===== src/rtl/booth_div_if.sv =====
// Operand/result bundle for the sequential signed divider.
// start is a one-cycle request honoured only while busy is low; done is a one-cycle pulse from which results are valid.
interface booth_div_if #(
    parameter int WIDTH = 6
);
    logic             start;
    logic [WIDTH-1:0] dividend;
    logic [WIDTH-1:0] divisor;
    logic             busy;
    logic             done;
    logic [WIDTH-1:0] quotient;
    logic [WIDTH-1:0] remainder;
    logic             div_by_zero;
    logic [1:0]       dbg_state;

    modport master (
        output start, dividend, divisor,
        input  busy, done, quotient, remainder, div_by_zero, dbg_state
    );

    modport slave (
        input  start, dividend, divisor,
        output busy, done, quotient, remainder, div_by_zero, dbg_state
    );
endinterface


===== src/rtl/booth_div.sv =====
// Sequential signed divider: restoring division on operand magnitudes, one quotient
// bit per clock, followed by a sign-fixup cycle that registers the results.
module booth_div #(
    parameter int WIDTH = 6
) (
    input logic       clk,
    input logic       rst_n,
    booth_div_if.slave bus
);
    localparam int            CW   = $clog2(WIDTH + 1);
    localparam logic [CW-1:0] LAST = CW'(WIDTH - 1);

    typedef enum logic [1:0] {
        IDLE = 2'd0,
        CALC = 2'd1,
        FIX  = 2'd2
    } state_t;

    state_t           state, state_nx;
    logic [CW-1:0]    cnt;
    logic             neg_q, neg_r, dvs_zero;
    logic [WIDTH-1:0] dvd_mag, dvs_mag, dvd_raw;
    logic [WIDTH:0]   prem;
    logic             done_q, dbz_q;
    logic [WIDTH-1:0] quo_q, rem_q;

    logic [WIDTH-1:0] dvd_abs, dvs_abs;
    logic [WIDTH:0]   shifted;
    logic [WIDTH+1:0] trial;

    // |-2^(WIDTH-1)| wraps to 2^(WIDTH-1), which is exact when read as unsigned.
    assign dvd_abs = bus.dividend[WIDTH-1] ? -bus.dividend : bus.dividend;
    assign dvs_abs = bus.divisor[WIDTH-1]  ? -bus.divisor  : bus.divisor;
    assign shifted = {prem[WIDTH-1:0], dvd_mag[WIDTH-1]};
    assign trial   = {1'b0, shifted} - {2'b00, dvs_mag};

    always_ff @(posedge clk) begin
        if (!rst_n) state <= IDLE;
        else        state <= state_nx;
    end

    always_comb begin
        state_nx = state;
        case (state)
            IDLE:    if (bus.start) state_nx = CALC;
            CALC:    if (cnt == LAST) state_nx = FIX;
            FIX:     state_nx = IDLE;
            default: state_nx = IDLE;
        endcase
    end

    always_ff @(posedge clk) begin
        if (!rst_n) begin
            cnt      <= '0;
            neg_q    <= 1'b0;
            neg_r    <= 1'b0;
            dvs_zero <= 1'b0;
            dvd_mag  <= '0;
            dvs_mag  <= '0;
            dvd_raw  <= '0;
            prem     <= '0;
            done_q   <= 1'b0;
            dbz_q    <= 1'b0;
            quo_q    <= '0;
            rem_q    <= '0;
        end else begin
            done_q <= 1'b0;
            case (state)
                IDLE: begin
                    if (bus.start) begin
                        neg_q    <= bus.dividend[WIDTH-1] ^ bus.divisor[WIDTH-1];
                        neg_r    <= bus.dividend[WIDTH-1];
                        dvs_zero <= (bus.divisor == '0);
                        dvd_mag  <= dvd_abs;
                        dvs_mag  <= dvs_abs;
                        dvd_raw  <= bus.dividend;
                        prem     <= '0;
                        cnt      <= '0;
                    end
                end
                CALC: begin
                    cnt <= cnt + 1'b1;
                    // The dividend register doubles as the quotient shift register.
                    if (!trial[WIDTH+1]) begin
                        prem    <= trial[WIDTH:0];
                        dvd_mag <= {dvd_mag[WIDTH-2:0], 1'b1};
                    end else begin
                        prem    <= shifted;
                        dvd_mag <= {dvd_mag[WIDTH-2:0], 1'b0};
                    end
                end
                FIX: begin
                    done_q <= 1'b1;
                    dbz_q  <= dvs_zero;
                    if (dvs_zero) begin
                        quo_q <= '1;
                        rem_q <= dvd_raw;
                    end else begin
                        quo_q <= neg_q ? -dvd_mag : dvd_mag;
                        rem_q <= neg_r ? -prem[WIDTH-1:0] : prem[WIDTH-1:0];
                    end
                end
                default: ;
            endcase
        end
    end

    assign bus.busy        = (state != IDLE);
    assign bus.done        = done_q;
    assign bus.quotient    = quo_q;
    assign bus.remainder   = rem_q;
    assign bus.div_by_zero = dbz_q;
    assign bus.dbg_state   = state;
endmodule


===== src/flat_wrapper.sv =====
// flat-port wrapper written by rule: the top's interface ports become plain ports
module booth_div_flat 
#(
    parameter int WIDTH = 6
)
  (clk, rst_n, bus_start, bus_dividend, bus_divisor, bus_busy, bus_done, bus_quotient, bus_remainder, bus_div_by_zero, bus_dbg_state);
  booth_div_if #(.WIDTH(WIDTH)) bus_i ();
  input logic clk;
  input logic rst_n;
  input wire logic [$bits(bus_i.start)-1:0] bus_start;
  input wire logic [$bits(bus_i.dividend)-1:0] bus_dividend;
  input wire logic [$bits(bus_i.divisor)-1:0] bus_divisor;
  output wire logic [$bits(bus_i.busy)-1:0] bus_busy;
  output wire logic [$bits(bus_i.done)-1:0] bus_done;
  output wire logic [$bits(bus_i.quotient)-1:0] bus_quotient;
  output wire logic [$bits(bus_i.remainder)-1:0] bus_remainder;
  output wire logic [$bits(bus_i.div_by_zero)-1:0] bus_div_by_zero;
  output wire logic [$bits(bus_i.dbg_state)-1:0] bus_dbg_state;
  assign bus_i.start = bus_start;
  assign bus_i.dividend = bus_dividend;
  assign bus_i.divisor = bus_divisor;
  assign bus_busy = bus_i.busy;
  assign bus_done = bus_i.done;
  assign bus_quotient = bus_i.quotient;
  assign bus_remainder = bus_i.remainder;
  assign bus_div_by_zero = bus_i.div_by_zero;
  assign bus_dbg_state = bus_i.dbg_state;
  booth_div #(.WIDTH(WIDTH)) u_core (.clk(clk), .rst_n(rst_n), .bus(bus_i));
endmodule

===== config.mk =====
export PLATFORM = sky130hd
export DESIGN_NAME = booth_div_flat
export DESIGN_NICKNAME = d
export VERILOG_FILES = /design/src/rtl/booth_div_if.sv /design/src/rtl/booth_div.sv /design/src/flat_wrapper.sv
export SDC_FILE = /design/constraint.sdc
export NUM_CORES = 1
export LEC_CHECK = 0
export ABC_AREA = 1
export CAP_MARGIN = 20
export CORE_MARGIN = 10
export CORE_UTILIZATION = 62
export CTS_BUF_LIST = sky130_fd_sc_hd__clkbuf_4 sky130_fd_sc_hd__clkbuf_8
export DETAILED_ROUTE_END_ITERATION = 8
export PLACE_DENSITY = 0.95
export RECOVER_POWER = 25
export SKIP_CTS_REPAIR_TIMING = 1
export SLEW_MARGIN = 20
export SYNTH_ARGS = -nofsm -noshare
export SYNTH_HDL_FRONTEND = slang
export SYNTH_SLANG_ARGS = --single-unit
export TNS_END_PERCENT = 100

===== constraint.sdc =====
create_clock -name clk -period 2.6 [get_ports clk]
set_input_delay 0.52 -clock clk [delete_from_list [all_inputs] [get_ports clk]]
set_output_delay 0.52 -clock clk [all_outputs]
set_load 0.01 [all_outputs]

## Yosys cells after proc, flatten, opt, wreduce, memory -nomap -nowiden

Cells that the tools add are included.

- Reduce and logical (&&, ||, !) cells: 7
- Equal/unequal tests: 5
- Add/subtract/negate cells: 6
- Mux-type cells: 18
- Bitwise operators: 1

Operators with widths:

| operator | count |
|---|---|
| $mux 6 | 9 |
| $neg 6->6 | 4 |
| $pmux 6 s2 | 2 |
| $sub 7x6->8 | 1 |
| $logic_not 6->1 | 1 |
| $pmux 3 s2 | 1 |
| $reduce_and 2->1 | 3 |
| $mux 2 | 2 |
| $pmux 2 s2 | 1 |
| $reduce_bool 2->1 | 2 |
| $add 3x1->3 const B | 1 |
| $eq 3x3->1 const B | 1 |
| $mux 3 | 1 |
| $eq 2x1->1 const B | 1 |
| $eq 2x2->1 const B | 1 |
| $logic_not 2->1 | 1 |
| $mux 1 | 2 |
| $ne 2x1->1 const B | 1 |
| $ne 2x2->1 const B | 1 |
| $xor 1x1->1 | 1 |

- Register bits: 46
- Word-level logic and storage cells: 50
- Output and inout port bits: 17
- Input port bits: 15

## Longest topological paths before layout

- Word-level depth: 4
- Gate-level depth with buffers: 11
- Gate-level depth less buffers: 11

## Worst setup path after synthesis

OpenSTA, ideal clock, no wires.

- Kind: flip-flop to flip-flop
- From: register u_core.dvd_mag[5]
- To: register u_core.prem[4]
- Period minus slack after synthesis: 1644 ps
- Data required time: 2487 ps
- Path slack: 956 ps
- Buffers on the path: 0
- Stages on the path, launching flop included: 9
- Setup time: 113 ps
- Arrival time: 1531 ps
- Cells stage by stage: dfxtp_1 inv_1 ha_1 fa_1 nand3b_1 a21boi_0 o21ai_0 nand3_1 nand2_1

- Cells in the longest elaborated chain, start to end: 3

Ends and longest elaborated chain:

| element | RTL line | source |
|---|---|---|
| from (decl) | booth_div.sv:22 | `logic [WIDTH-1:0] dvd_mag, dvs_mag, dvd_raw;` |
| from (signal assigned) | booth_div.sv:74 | `dvd_mag <= dvd_abs;` |
| from (signal assigned) | booth_div.sv:86 | `dvd_mag <= {dvd_mag[WIDTH-2:0], 1'b1};` |
| from (signal assigned) | booth_div.sv:89 | `dvd_mag <= {dvd_mag[WIDTH-2:0], 1'b0};` |
| $sub 7x6->8 | booth_div.sv:35 | `assign trial = {1'b0, shifted} - {2'b00, dvs_mag};` |
| $mux 6 | booth_div.sv:84 | `if (!trial[WIDTH+1]) begin` |
| $pmux 6 s2 | booth_div.sv:68 | `case (state)` |
| to (signal assigned) | booth_div.sv:85 | `prem <= trial[WIDTH:0];` |
| to (signal assigned) | booth_div.sv:88 | `prem <= shifted;` |
| to (decl) | booth_div.sv:23 | `logic [WIDTH:0] prem;` |

Every way passes these cells.
A chain may end at the register's enable or synchronous reset.

==> reports/results.tsv <==
stage	metric	value	unit
place	final RePlAce weighted congestion	0.931	
clocking	CTS tree	done	
synthesis	top cell type's share of synthesized area	0.356	
power	Comb power frac	0.291	
power	P_sw	0.000588	W
cells_and_area	fin util	0.741	
synthesis	mean cell area of the mapped netlist	7.05	um^2
timing	final setup vio count	0	
routing	antenna-violating nets left	0	
grt	vias in the first global route	2412	
timing	RSZ-0062 raised after global routing	no	
timing	Max Clock Skew	0.00625	ns
timing	worst slew pin tran	1.07	ns
die	die height	83.9	um
power	Sw Share	0.346	
routing	routed vias	2537	
cells_and_area	area grow syn2layout	16.2	%
die	Die Footprint	7040	um^2
routing	Vias per Instance	5.78	
synthesis	post-synthesis instance area	2530	um^2
place	Port Buffers	31	
clocking	Clock Latency Late Sink	0.30	ns
die	I/O pin count	32	
power	power per cell area	577	nW/um^2
die	Rows	23	
timing	fin. max-slew vios	0	
timing	Final min period	2.16	ns
die	Starting Density	0.637	
grt	GRT Residual Overflow	0	
timing	fin crit share	0.829	
power	peak supply drop	0.000470	V
synthesis	syn_nets	387	
power	leakage	1.32	nW
grt	Global Route Usage Sum	0.183	
cells_and_area	layout cells sized above 1	0.0591	
synthesis	Distinct cells, synth	36	
clocking	CTS buffer count	5	
timing	Slew headroom	0.286	
synthesis	post-synthesis sequential area ratio	0.356	
power	Internal	0.00111	W
grt	antenna violations before repair	0	
routing	DRT iter0 DRCs	281	
synthesis	post-synthesis async set-or-reset flop share	0	
synthesis	cell taking the most area after synthesis	dfxtp_1	
synthesis	post-synthesis register bit count	45	
timing	maximum clock rate	464	MHz
clocking	# H-tree levels	2	
synthesis	ys flop type	dfxtp_1	
power	Clock power frac	0.255	
worst_setup_path	crit path max fanout	22	
worst_setup_path	Crit. End Element	flop	
place	Placed Cells incl. Taps	431	
flow_run	max-cap check violation count	0	
routing	drc violations	0	
power	sequential power share	0.454	
place	DP HPWL	4660	um
clocking	CTS clock-pin slew for the worst setup and hold paths	0.08	ns
synthesis	Post-synth EDFFs	0	
cells_and_area	antenna diode count	0	
min_path	Hold Crit Class	flop to flop	
clocking	clock tree buffer depth	2	
worst_setup_path	R2R Setup Slk	0.64	ns
place	Area after DPL	2860	um^2
routing	wire per inst	14.6	um
die	width of the die	83.9	um
routing	DR pass1 iterations	5	
worst_setup_path	crit path DAT	2.37	ns
cells_and_area	Fillers	288	
clocking	clock sinks	45	
worst_setup_path	startpoint types	input port	
synthesis	synth top area cells	dfxtp_1, nand2_1, inv_1	
die	core area	3970	um^2
synthesis	Yosys warning total	0	
status	status	complete, no violations	
grt	largest net degree at the start of global routing	23	
clocking	root buf cell	clkbuf_8	
cells_and_area	Design Area, Final	2940	um^2
worst_setup_path	required time worst endpoint	2.82	ns
timing	setup_tns	0	ns
timing	Hold Fails Final Rpt	0	
worst_setup_path	CP Class	input port to flop	
grt	global-route wire length before repair	11000	um
cells_and_area	nets	416	
synthesis	Post-Synthesis Cells	359	
cells_and_area	final std cells w/o fill	439	
routing	final wirelength	6390	um
==> worst max-delay path, stage by stage <==
cell,delay (ns)
dlygate4sd3_1,0.56
clkbuf_1,0.71
o21ai_0,0.33
a21oi_1,0.24
==> flip-flops by register name, summed over array words and instances (netlist names) <==
signal                  cells
u_core.bus.quotient         6
u_core.bus.remainder        6
u_core.dvd_mag              6
u_core.dvd_raw              6
u_core.dvs_mag              6
u_core.prem                 6
u_core.cnt                  3
u_core.bus.dbg_state        2
u_core.bus.div_by_zero      1
u_core.bus.done             1
u_core.dvs_zero             1
u_core.neg_q                1
==> path summary, 6_finish.rpt <==
| path | startpoint | end | cells past startpoint |
|---|---|---|---|
| worst min-delay path | u_core.bus.remainder[2]$_SDFFE_PN0P_ | u_core.bus.remainder[2]$_SDFFE_PN0P_ | 2 |
| worst max-delay path | rst_n | u_core.dvs_mag[4]$_SDFFE_PN0P_ | 4 |
| worst min register to register | u_core.bus.remainder[2]$_SDFFE_PN0P_ | u_core.bus.remainder[2]$_SDFFE_PN0P_ | 2 |
| worst max register to register | u_core.dvd_mag[5]$_SDFFE_PN0P_ | u_core.prem[4]$_SDFFE_PN0P_ | 9 |
==> power by group through the flow <==
| stage | Combinational (W) | Sequential, W | Clock [W] |
|---|---|---|---|
| floorplan | 0.000367 | 0.000770 | 0 |
| global placement | 0.000449 | 0.000782 | 0 |
| detailed placement | 0.000473 | 0.000784 | 0 |
| CTS | 0.000480 | 0.000768 | 0.000437 |
| global route | 0.000555 | 0.000774 | 0.000464 |
| finish | 0.000494 | 0.000771 | 0.000432 |
==> per-stage QoR <==
| step | hold WS [ns] | total power [W] | setup slack [ns] |
|---|---|---|---|
| after floorplan | 0.430 | 0.00114 | 0.956 |
| after global placement | 0.452 | 0.00123 | 0.587 |
| after detailed placement | 0.459 | 0.00126 | 0.524 |
| after CTS | 0.471 | 0.00168 | 0.637 |
| after global routing | 0.499 | 0.00179 | 0.353 |
| final | 0.469 | 0.00170 | 0.444 |
==> cell usage after synthesis, types with 2 or more instances <==
library cell,n
nand2_1,70
inv_1,53
dfxtp_1,45
a21oi_1,33
nor2_1,29
o21ai_0,29
nand3_1,26
ha_1,12
xor2_1,8
buf_2,6
a31oi_1,5
inv_2,5
clkbuf_1,4
nand4_1,4
nor2_4,4
nor4_1,3
o221ai_1,3
o211ai_1,2
==> layout by cell type (no fill, tap or decap), drive strengths merged, types with 8 or more instances in the layout <==
master / count
nand2: 71
inv: 58
dfxtp: 45
a21oi: 33
nor2: 33
clkdlybuf4s50: 30
o21ai: 29
nand3: 28
ha: 12
xor2: 8
clkbuf: 8
==> cell type report <==
class                           count  area (um^2)  share of cell area
Inverter                           58          218              0.0740
Multi-Input combinational cell    244         1350               0.459
Clock inverter                      2         10.0             0.00340
Tap cell                           50         62.6              0.0213
Clock buffer                        6         76.3              0.0259
Sequential cell                    45          901               0.306
Timing Repair Buffer               34          325               0.111
==> cells by family after synthesis <==
| kind of cell | after synthesis | synth area share |
|---|---|---|
| AND/OR/NAND/NOR | 144 | 0.261 |
| AO/OA/AOI/OAI | 79 | 0.177 |
| buffers and inverters | 70 | 0.111 |
| flip-flops | 45 | 0.356 |
| adder cells (fa/ha/maj) | 13 | 0.0672 |
| XOR/XNOR | 8 | 0.0277 |
==> metal layers <==
layer	wire (um)	vias to the layer above	GRT usage
li1	-	1225	-
met5	0	-	0
met1	2580	1171	0.209
met2	3090	129	0.300
met3	596	12	0.0645
met4	129	0	0.0776
Note: power is estimated with default switching activity, not from simulation.
